==> src/rtl/code_seq_pkg.sv <==
// Shared types and constants for the code sequence generator.
package code_seq_pkg;

  typedef enum logic [1:0] {
    MODE_UP   = 2'b00,
    MODE_DOWN = 2'b01,
    MODE_GRAY = 2'b10,
    MODE_EX3  = 2'b11
  } mode_e;

  typedef enum logic [1:0] {
    ST_IDLE = 2'b00,
    ST_EMIT = 2'b01,
    ST_DONE = 2'b10
  } state_e;

  localparam int unsigned EX3_STEP = 3;

endpackage

==> src/rtl/code_seq_gen_bin2gray.sv <==
// Combinational binary-to-gray converter, reusable by gray-domain blocks.
module bin2gray #(
  parameter int unsigned W = 3
) (
  input  logic [W-1:0] b,
  output logic [W-1:0] g
);

  assign g = b ^ (b >> 1);

endmodule

==> src/rtl/code_seq_gen.sv <==
// Valid/ready generator of code-word sequences (UP, DOWN, GRAY, EX3).
// Optional CODE_SEQ_GEN_PAIR_OUT_EN adds out_prev/out_pair_valid for A/B pairing.
module code_seq_gen
  import code_seq_pkg::*;
#(
  parameter int unsigned W     = 3,
  parameter int unsigned LEN_W = 8
) (
  input  logic             clk,
  input  logic             rst,
  input  logic             start_valid,
  output logic             start_ready,
  input  logic [1:0]       cfg_mode,
  input  logic [W-1:0]     cfg_seed,
  input  logic [LEN_W-1:0] cfg_len,
  input  logic             abort,
  output logic             out_valid,
  input  logic             out_ready,
  output logic [W-1:0]     out_word,
  output logic             out_last,
  output logic             done,
  output logic             busy
`ifdef CODE_SEQ_GEN_PAIR_OUT_EN
  ,
  output logic [W-1:0]     out_prev,
  output logic             out_pair_valid
`endif
);

  state_e           state_q, state_d;
  mode_e            mode_q;
  logic [LEN_W-1:0] len_q;
  logic [LEN_W-1:0] cnt_q;
  logic [W-1:0]     bin_q;
  logic [W-1:0]     gray;
  logic [W-1:0]     code;
  logic             start_hs;
  logic             out_hs;
  logic             is_last;
  logic             load;
  logic             step;

  bin2gray #(.W(W)) u_bin2gray (
    .b (bin_q),
    .g (gray)
  );

  assign code     = (mode_q == MODE_GRAY) ? gray : bin_q;
  assign is_last  = (cnt_q == (len_q - LEN_W'(1)));
  assign start_hs = start_valid && start_ready;
  assign out_hs   = out_valid && out_ready;

  // State register
  always_ff @(posedge clk) begin
    if (rst) begin
      state_q <= ST_IDLE;
    end else begin
      state_q <= state_d;
    end
  end

  // Next-state and datapath strobes; abort wins over the final handshake
  always_comb begin
    state_d = state_q;
    load    = 1'b0;
    step    = 1'b0;
    case (state_q)
      ST_IDLE: begin
        if (start_hs) begin
          load    = 1'b1;
          state_d = (cfg_len == '0) ? ST_DONE : ST_EMIT;
        end
      end
      ST_EMIT: begin
        step = out_hs;
        if (abort) begin
          state_d = ST_IDLE;
        end else if (out_hs && is_last) begin
          state_d = ST_DONE;
        end
      end
      ST_DONE: state_d = ST_IDLE;
      default: state_d = ST_IDLE;
    endcase
  end

  // Sequence datapath: config latch, word counter and binary accumulator
  always_ff @(posedge clk) begin
    if (rst) begin
      mode_q <= MODE_UP;
      len_q  <= '0;
      cnt_q  <= '0;
      bin_q  <= '0;
    end else if (load) begin
      mode_q <= mode_e'(cfg_mode);
      len_q  <= cfg_len;
      cnt_q  <= '0;
      bin_q  <= cfg_seed;
    end else if (step) begin
      cnt_q <= cnt_q + LEN_W'(1);
      case (mode_q)
        MODE_DOWN: bin_q <= bin_q - W'(1);
        MODE_EX3:  bin_q <= bin_q + W'(EX3_STEP);
        default:   bin_q <= bin_q + W'(1);
      endcase
    end
  end

  assign start_ready = (state_q == ST_IDLE) && !rst;
  assign out_valid   = (state_q == ST_EMIT);
  assign out_word    = out_valid ? code : '0;
  assign out_last    = out_valid && is_last;
  assign done        = (state_q == ST_DONE);
  assign busy        = (state_q != ST_IDLE);

`ifdef CODE_SEQ_GEN_PAIR_OUT_EN
  logic [W-1:0] prev_q;

  // Last accepted word of the current sequence
  always_ff @(posedge clk) begin
    if (rst) begin
      prev_q <= '0;
    end else if (load) begin
      prev_q <= '0;
    end else if (step) begin
      prev_q <= code;
    end
  end

  assign out_prev       = prev_q;
  assign out_pair_valid = out_valid && (cnt_q != '0);
`endif

endmodule
==> config.mk <==
export PLATFORM = sky130hd
export DESIGN_NAME = code_seq_gen
export DESIGN_NICKNAME = d
export VERILOG_FILES = /design/src/rtl/code_seq_pkg.sv /design/src/rtl/code_seq_gen_bin2gray.sv /design/src/rtl/code_seq_gen.sv
export SDC_FILE = /design/constraint.sdc
export NUM_CORES = 1
export LEC_CHECK = 0
export ABC_AREA = 1
export BUFFER_PORTS_ARGS = -buffer_cell sky130_fd_sc_hd__buf_2
export CORE_AREA = 2 2 64 66
export DETAILED_ROUTE_END_ITERATION = 10
export DIE_AREA = 0 0 66 68
export SLEW_MARGIN = 15
export SYNTH_ARGS = -nofsm -noshare
export SYNTH_HDL_FRONTEND = slang
export SYNTH_SLANG_ARGS = --single-unit
==> constraint.sdc <==
create_clock -name clk -period 1.5 [get_ports clk]
set_clock_uncertainty 0.05 [all_clocks]
set_input_delay 0.075 -clock clk [delete_from_list [all_inputs] [get_ports clk]]
set_output_delay 0.075 -clock clk [all_outputs]
set_load 0.005 [all_outputs]
==> run_results.csv, run 1 <==
group,metric,value,unit
outcome,status,"complete, but fails checks",
outcome,violations,"setup timing",
setup_path,cpLargestDelayFamily,"simple AND/OR/NAND/NOR gates",
layout,drive_gt1_frac,0.345,
logic_synthesis,synthCells,213,
pwr,ir_drop,0.000487,V
setup_path,crit_chain,"inv_2, ha_4, xor2_1, nand2_1, nor2_1, nand2_1, nor2_2, nand2_1, nor2_1, buf_2",
sta,min_period,1.75,ns
sta,worstMarginPinSlew,0.284,ns
setup_path,r2r_cells,12,
sta,setup_tns,-0.425,ns
sta,fin_ws,-0.250,ns
setup_path,worstPathArrival,1.63,ns
logic_synthesis,yosysWarnings,0,
floorplan,die_area,0.00449,sq mm
setup_path,cp_common_cell,"nand2_1",
place,place_congestion,0.800,
logic_synthesis,synth_top_area_share,0.314,
logic_synthesis,synth_top_area_cell,"dfxtp_1",
sta,maxSlewHeadroom,0.810,
global_routing,grt_pass1_wl,5530,microns
global_routing,grt_pass1_vias,1253,
place,placed_area,0.00171,sq mm
drt,wl_per_cell,10.8,microns
setup_path,critPathKind,"reg -> out",
setup_path,critPathLaunchType,"flop",
run,drv_cap,0,
setup_path,critPathBufInv,2,
sta,hold_viol,0,
floorplan,core-area,0.00386,sq mm
floorplan,die_x,66,microns
min_path,min-delay-start,"cfg_len[5]",
global_routing,gr-usage-all-layers,0.161,
setup_path,reg2reg_to,"state_q[1]",
min_path,hold_class,"in -> reg",
pwr,p_total,1.54,mW
cts,cts.sinks,23,
pwr,p_per_area,832,mW/mm^2
cts,cts-root-buf,"clkbuf_8",
layout,multi_input_area,882,sq um
cts,cts_buffer_depth,2,
setup_path,cp_data_required_time,1.37,ns
drt,viasPerCell,4.58,
logic_synthesis,yosysSeqAreaShare,0.314,
logic_synthesis,synth_edf_count,0,
layout,area_growth,26.2,%
layout,fin_area,0.00185,sq mm
setup_path,slowest_stage,"dfxtp_2",
logic_synthesis,synth_nets,234,
global_routing,grt_start_max_net_pins,14,
drt,firstDrtPassIters,4,
logic_synthesis,netlist_area,0.00147,sq mm
floorplan,initial_utilization,0.380,
cts,clkTransAtPathRegs,0.08,ns
layout,seq_area,468,sq um
drt,ant_nets,0,
cts,cts_tree,"built",
floorplan,num_io_pins,26,
min_path,whs_path_depth,3,
sta,rsz0062_at_grt,"yes",
drt,num_vias,1396,
setup_path,setup.worst_path.start,"len_q[0]",
layout,nets,277,
place,dp.cells,295,
logic_synthesis,syn_avg_cell_area,6.88,sq um
drt,drt_iter0_drc,67,
global_routing,grt-ovfl-total,0,
floorplan,row_count,23,
cts,cts_buffers,3,
logic_synthesis,synth_ff_type,"dfxtp_1",
min_path,whs_endpoint,"len_q[5]",
sta,hold-worst-slack,0.0226,ns
cts,htreeDepth,1,
place,dpl.hpwl,2570,microns
logic_synthesis,synth_async_sr_flop_share,0,
logic_synthesis,ys_ff_latch,23,
setup_path,end_kind,"primary output",
cts,worstSkewPairLatency,0.26,ns
drt,route.detailed.drc,0,
logic_synthesis,synth_top_cells_by_area,"dfxtp_1, nand2_1, inv_1, nor2_1, nand3_1",
global_routing,antenna_found_initial,0,
sta,maxSlewViolCount,0,
logic_synthesis,synth_cell_type_count,33,
pwr,leakagePower,0.901,nW
sta,setup_viol,3,
sta,fmax,571,MHz
drt,wl,3280,microns
setup_path,crit_fanout,2,
place,portBuffers,25,
sta,fin_crit_sh,1.17,
setup_path,r2r_slack,-0.10,ns
layout,n_antenna_cell,0,
floorplan,die_h,68,microns
layout,final_cells,305,
setup_path,r2r-start,"len_q[0]",
setup_path,slowest_delay,0.35,ns
layout,fillCellCount,407,
==> worst min-delay path, delay by kind of cell <==
kind | cells | cell delay, ns
AO/OA/AOI/OAI | 1 | 0.07
buffers and inverters | 2 | 0.14
==> cell usage in the layout (no fill, tap or decap), drive strengths merged <==
cell         count
xnor2            3
inv             36
nor2            35
dfxtp           23
o221a            1
nor4             1
nand3           12
a31oi            3
dlygate4sd3      2
a21oi            8
o22ai            5
clkbuf           3
o21ai            8
nand2           59
nor3b            1
ha               2
fa               1
buf             39
xor2             4
o211ai           1
nor3             3
o21a             1
clkinv           2
nand4            2
==> cells in the mapped netlist (2+ instances only) <==
cell type,instances
nand2_1,51
inv_1,28
nor2_1,25
dfxtp_1,23
nand3_1,10
a21oi_1,8
inv_2,8
o21ai_0,8
nand2_2,6
nor2_2,6
o22ai_1,5
xor2_1,4
a31oi_1,3
nor2_4,3
xnor2_1,3
ha_1,2
nand2_4,2
nand4_1,2
nor3_1,2
==> per-layer routing <==
layer,vias to the layer above,share of wire,track usage
met5,-,0,0
met2,21,0.46,0.277
met3,6,0.031,0.0345
met4,0,0.016,0.0306
met1,608,0.49,0.209
li1,761,-,-
==> where the power goes <==
| group | leakage, nW | internal [mW] | total (mW) | switching [mW] |
|---|---|---|---|---|
| combinational | 0.686 | 0.202 | 0.463 | 0.261 |
| clock | 0.0255 | 0.185 | 0.389 | 0.203 |
| sequential | 0.190 | 0.650 | 0.687 | 0.0371 |
| total | 0.901 | 1.04 | 1.54 | 0.502 |
==> cell families (layout without fill, tap and decap cells) <==
logic type | count (synthesis) | in the layout | synth area share
simple gates | 113 | 113 | 0.397
fa+ha+maj | 3 | 3 | 0.0307
flops | 23 | 23 | 0.314
xor+xnor | 7 | 7 | 0.0418
compound gates | 27 | 27 | 0.107
buf+inv | 40 | 82 | 0.109
==> flip-flops by register name, summed over array words and instances (netlist names) <==
| name | flops |
|---|---|
| cnt_q | 8 |
| len_q | 8 |
| bin_q | 3 |
| mode_q | 2 |
| state_q | 2 |
==> cell type report <==
class | instances | share of cell area
inverters | 37 | 0.0758
clock inverters | 1 | 0.00271
repair buffers | 41 | 0.135
well taps | 50 | 0.0338
multi-input cells | 150 | 0.477
flip-flops and latches | 23 | 0.253
clock buffers | 3 | 0.0223
==> per-stage QoR <==
| step | setup slack, ns | util |
|---|---|---|
| 6_report | -0.250 | 0.480 |
| 2_1_floorplan | 0.00364 | - |
| 4_1_cts | -0.285 | 0.466 |
| 3_5_place_dp | -0.0331 | 0.443 |
| 5_1_grt | -0.415 | 0.480 |
| 3_3_place_gp | -0.0545 | 0.443 |
==> how the worst max path moves through the flow <==
| stage | cells past startpoint | endpoint | slack (ns) |
|---|---|---|---|
| final | 10 | out_last | -0.25 |
| after global routing | 12 | out_last | -0.41 |
| after CTS | 10 | out_last | -0.29 |
| after detailed placement | 13 | out_last | -0.03 |
| after global placement | 13 | out_last | -0.05 |
| after floorplan | 11 | state_q[1] | 0.004 |
==> timing repair <==
action | CTS | global route
buffers inserted | 25 | 4
endpoints found under the hold margin | 2 | 0
hold buffers | 2 | 0
setup endpoints to repair | 3 | 9
gates resized for setup | 4 | 10
pin swaps | 4 | 7
No activity file was read; power rests on OpenSTA's default activity.
==> run 2: changes to the inputs <==
- clock period: 1.5 -> 1.7 ns (I/O delays scaled with it)
==> run_results.csv, run 2 (synthesis results as in run 1) <==
group,metric,value,unit
drt,route.detailed.drc,0,
cts,clkTransAtPathRegs,0.09,ns
sta,fmax,568,MHz
cts,cts_buffer_depth,2,
drt,wl,3200,microns
drt,drt_iter0_drc,81,
floorplan,row_count,23,
layout,largestRegisters,"cnt_q (8), len_q (8), bin_q (3)",
global_routing,grt_pass1_wl,5330,microns
layout,fin_area,0.00178,sq mm
drt,firstDrtPassIters,4,
drt,num_vias,1366,
cts,cts-root-buf,"clkbuf_8",
cts,cts_tree,"built",
pwr,sw_frac_of_total,0.329,
sta,fin_crit_sh,1.04,
run,drv_cap,0,
pwr,p_int,893,uW
sta,maxSlewViolCount,0,
cts,cts_buffers,3,
global_routing,grt_pass1_vias,1220,
place,place_congestion,0.856,
setup_path,worstSetupEndpoint,"out_last",
floorplan,num_io_pins,26,
floorplan,initial_utilization,0.380,
setup_path,critPathLaunchType,"flop",
pwr,ir_drop,0.000277,V
pwr,power_frac_seq,0.455,
setup_path,reg2reg_to,"state_q[1]",
layout,area_growth,21.3,%
setup_path,worstPathArrival,1.62,ns
global_routing,antenna_found_initial,0,
floorplan,die_h,68,microns
setup_path,setup.worst_path.start,"len_q[1]",
min_path,hold_class,"in -> reg",
setup_path,crit_cells,11,
pwr,p_per_area,749,mW/mm^2
floorplan,core-area,0.00386,sq mm
sta,rsz0062_at_grt,"yes",
setup_path,slowest_delay,0.33,ns
setup_path,critPathBufInv,3,
layout,nets,271,
setup_path,critPathKind,"reg -> out",
global_routing,grt-ovfl-total,0,
floorplan,die_x,66,microns
global_routing,gr-usage-all-layers,0.157,
sta,fin_ws,-0.0595,ns
sta,worstMarginPinSlew,0.267,ns
setup_path,crit_fanout,4,
drt,wl_per_cell,10.7,microns
global_routing,grt_start_max_net_pins,13,
pwr,p_sw,438,uW
setup_path,slowest_stage,"dfxtp_2",
setup_path,end_kind,"primary output",
place,placed_area,0.00165,sq mm
pwr,p_total,1.33,mW
place,pre_cts_ws,0.0790,ns
setup_path,r2r-start,"len_q[1]",
cts,worstSkewPairLatency,0.27,ns
pwr,leakagePower,0.866,nW
pwr,power_frac_comb,0.278,
sta,hold_viol,0,
setup_path,cp_data_required_time,1.56,ns
setup_path,r2r_slack,0.02,ns
layout,final_common_cell,"nand2_1",
setup_path,crit_chain,"buf_4, nor2_4, nand2_2, inv_1, nand2_1, nor2_1, nor2_2, nor2_2, nand2_1, nor2_1, buf_2",
layout,final_cell_mix,"nand2_1, inv_1, buf_2",
outcome,status,"complete, but fails checks",
setup_path,r2r_cells,14,
drt,ant_nets,0,
cts,cts.sinks,23,
sta,maxSlewHeadroom,0.822,
drt,viasPerCell,4.57,
layout,n_antenna_cell,0,
layout,drive_gt1_frac,0.297,
sta,min_period,1.76,ns
outcome,violations,"setup timing",
place,dpl.hpwl,2540,microns
sta,setup_viol,1,
floorplan,die_area,0.00449,sq mm
place,portBuffers,25,
cts,htreeDepth,1,
setup_path,cpLargestDelayFamily,"simple AND/OR/NAND/NOR gates",
pwr,share_clk_of_total_power,0.267,
==> run 2: area by class of cell <==
| class | count | area [sq um] |
|---|---|---|
| Sequential cell | 23 | 463 |
| Multi-Input combinational cell | 150 | 862 |
| Timing Repair Buffer | 35 | 205 |
| Inverter | 37 | 140 |
| Fill cell | 392 | 2080 |
| Clock buffer | 4 | 45.0 |
| Tap cell | 50 | 62.6 |
==> run 2: power groups by stage <==
stage	registers, mW	logic (mW)	clock network, mW
global route	0.611	0.422	0.389
finish	0.605	0.370	0.356
detailed placement	0.619	0.342	0
global placement	0.619	0.342	0
floorplan	0.612	0.260	0
CTS	0.605	0.370	0.366
==> run 2: stage by stage <==
stage,hold WS (ns),TNS (ns),instances,util
finish,0.0305,-0.0595,299,0.461
global route,0.0331,-0.528,299,0.461
CTS,0.0275,-0.114,298,0.458
detailed placement,0.248,0,287,0.427
global placement,0.243,0,287,0.427
floorplan,0.148,0,213,-
==> run 2: worst min path at each step <==
stage / startpoint / endpoint / slack [ns] / cells after the start
2_1_floorplan: cfg_mode[0] / mode_q[0] / 0.15 / 2
3_3_place_gp: cfg_mode[0] / mode_q[0] / 0.24 / 3
3_5_place_dp: cfg_mode[1] / mode_q[1] / 0.25 / 3
4_1_cts: cfg_seed[0] / bin_q[0] / 0.03 / 3
5_1_grt: cfg_seed[1] / bin_q[1] / 0.03 / 3
6_report: cfg_seed[0] / bin_q[0] / 0.03 / 3
==> run 2: worst min-delay path: stages <==
cell and delay (ns):
buf_2 0.09, nand2_1 0.06, a31oi_1 0.07
==> run 2: layer usage <==
layer  global-route usage  vias to the layer above  wire length (microns)
met5                    0                        -                      0
li1                     -                      741                      -
met2                0.254                       11                   1440
met1                0.213                      610                   1650
met4               0.0536                        0                     38
met3               0.0247                        4                     67
==> run 2: timing repair <==
action	in CTS	in global routing
setup endpoints to repair	1	3
endpoints found under the hold margin	2	0
setup buffers	5	1
pin swaps	7	5
hold buffers	2	0
resized for setup	6	1
==> run 3: changes to the inputs <==
- MAX_ROUTING_LAYER: not set -> met4
==> run_results.csv, run 3 (synthesis results as in run 1) <==
group,metric,value,unit
setup_path,end_kind,"primary output",
sta,maxSlewHeadroom,0.822,
sta,fin_crit_sh,1.04,
sta,maxSlewViolCount,0,
pwr,sw_frac_of_total,0.329,
floorplan,row_count,23,
cts,cts-root-buf,"clkbuf_8",
place,dpl.hpwl,2540,microns
sta,fin_ws,-0.0595,ns
global_routing,antenna_found_initial,0,
layout,drive_gt1_frac,0.297,
cts,cts.sinks,23,
place,portBuffers,25,
drt,wl,3200,microns
layout,nets,271,
cts,cts_buffers,3,
drt,firstDrtPassIters,4,
global_routing,grt-ovfl-total,0,
cts,clkTransAtPathRegs,0.09,ns
sta,worstMarginPinSlew,0.267,ns
setup_path,cpLargestDelayFamily,"simple AND/OR/NAND/NOR gates",
place,pre_cts_ws,0.0790,ns
global_routing,gr-usage-all-layers,0.161,
setup_path,slowest_stage,"dfxtp_2",
setup_path,r2r_cells,14,
drt,wl_per_cell,10.7,microns
setup_path,worstPathArrival,1.62,ns
sta,hold_viol,0,
place,place_congestion,0.869,
setup_path,crit_fanout,4,
layout,final_common_cell,"nand2_1",
drt,num_vias,1365,
floorplan,die_x,66,microns
layout,area_growth,21.3,%
pwr,power_frac_comb,0.278,
sta,min_period,1.76,ns
pwr,share_clk_of_total_power,0.268,
global_routing,grt_start_max_net_pins,13,
pwr,leakagePower,0.866,nW
layout,largestRegisters,"cnt_q (8), len_q (8), bin_q (3)",
pwr,p_int,893,uW
pwr,p_sw,439,uW
floorplan,die_h,68,microns
floorplan,die_area,0.00449,sq mm
pwr,p_per_area,749,mW/mm^2
pwr,power_frac_seq,0.455,
setup_path,crit_cells,11,
setup_path,critPathBufInv,3,
floorplan,num_io_pins,26,
sta,rsz0062_at_grt,"yes",
pwr,ir_drop,0.000277,V
drt,drt_iter0_drc,86,
layout,utilization,0.461,
sta,setup_viol,1,
setup_path,cp_data_required_time,1.56,ns
outcome,status,"complete, but fails checks",
global_routing,grt_pass1_vias,1218,
cts,worstSkewPairLatency,0.27,ns
floorplan,core-area,0.00386,sq mm
setup_path,slowest_delay,0.33,ns
run,drv_cap,0,
sta,fmax,568,MHz
setup_path,r2r_slack,0.02,ns
setup_path,critPathKind,"reg -> out",
global_routing,grt_pass1_wl,5330,microns
drt,viasPerCell,4.57,
min_path,hold_class,"in -> reg",
layout,fin_area,0.00178,sq mm
setup_path,critPathLaunchType,"flop",
cts,cts_tree,"built",
drt,route.detailed.drc,0,
place,placed_area,0.00165,sq mm
min_path,whs_path_depth,3,
outcome,violations,"setup timing",
cts,cts_buffer_depth,2,
layout,n_antenna_cell,0,
layout,fillCellCount,392,
floorplan,initial_utilization,0.380,
layout,final_cell_mix,"nand2_1, inv_1, buf_2",
setup_path,crit_chain,"buf_4, nor2_4, nand2_2, inv_1, nand2_1, nor2_1, nor2_2, nor2_2, nand2_1, nor2_1, buf_2",
cts,htreeDepth,1,
drt,ant_nets,0,
==> run 3: area by class of cell <==
type | count | area [sq um] | area share
Clock buffer | 4 | 45.0 | 0.0253
Multi-Input combinational cell | 150 | 862 | 0.485
Tap cell | 50 | 62.6 | 0.0352
Inverter | 37 | 140 | 0.0788
Timing Repair Buffer | 35 | 205 | 0.115
Sequential cell | 23 | 463 | 0.260
==> run 3: power groups by stage <==
stage	Clock, mW	Combinational (mW)	Sequential (mW)
floorplan	0	0.260	0.612
global placement	0	0.342	0.619
detailed placement	0	0.342	0.619
CTS	0.366	0.370	0.605
global route	0.389	0.422	0.611
finish	0.356	0.370	0.605
==> run 3: path summary, 6_finish.rpt <==
path	startpoint	to
worst max register to register	len_q[1]	state_q[1]
worst min register to register	len_q[7]	len_q[7]
worst min-delay path	cfg_seed[0]	bin_q[0]
worst max-delay path	len_q[1]	out_last
==> run 3: tightest hold or removal path, stage by stage <==
cell	delay [ns]
buf_2	0.09
nand2_1	0.06
a31oi_1	0.07
==> run 3: per-stage QoR <==
step	total power [mW]	std cells	hold WS, ns	TNS (ns)
2_1_floorplan	0.871	213	0.148	0
3_3_place_gp	0.961	287	0.243	0
3_5_place_dp	0.961	287	0.248	0
4_1_cts	1.34	298	0.0275	-0.114
5_1_grt	1.42	299	0.0331	-0.528
6_report	1.33	299	0.0304	-0.0595
==> run 3: what timing repair did <==
item / CTS / global route
pin swaps: 7 / 5
buffers inserted: 5 / 1
setup endpoints to repair: 1 / 3
gates cloned: 0 / 0
hold buffers: 2 / 0
gates resized for setup: 6 / 1
hold endpoints to repair: 2 / 0
==> run 3: routing by layer <==
| metal | wire length [microns] | GRT usage | part of all wire |
|---|---|---|---|
| met1 | 1650 | 0.213 | 0.52 |
| met2 | 1440 | 0.254 | 0.45 |
| met4 | 38 | 0.0536 | 0.012 |
| met5 | 0 | - | 0 |
| met3 | 67 | 0.0247 | 0.021 |
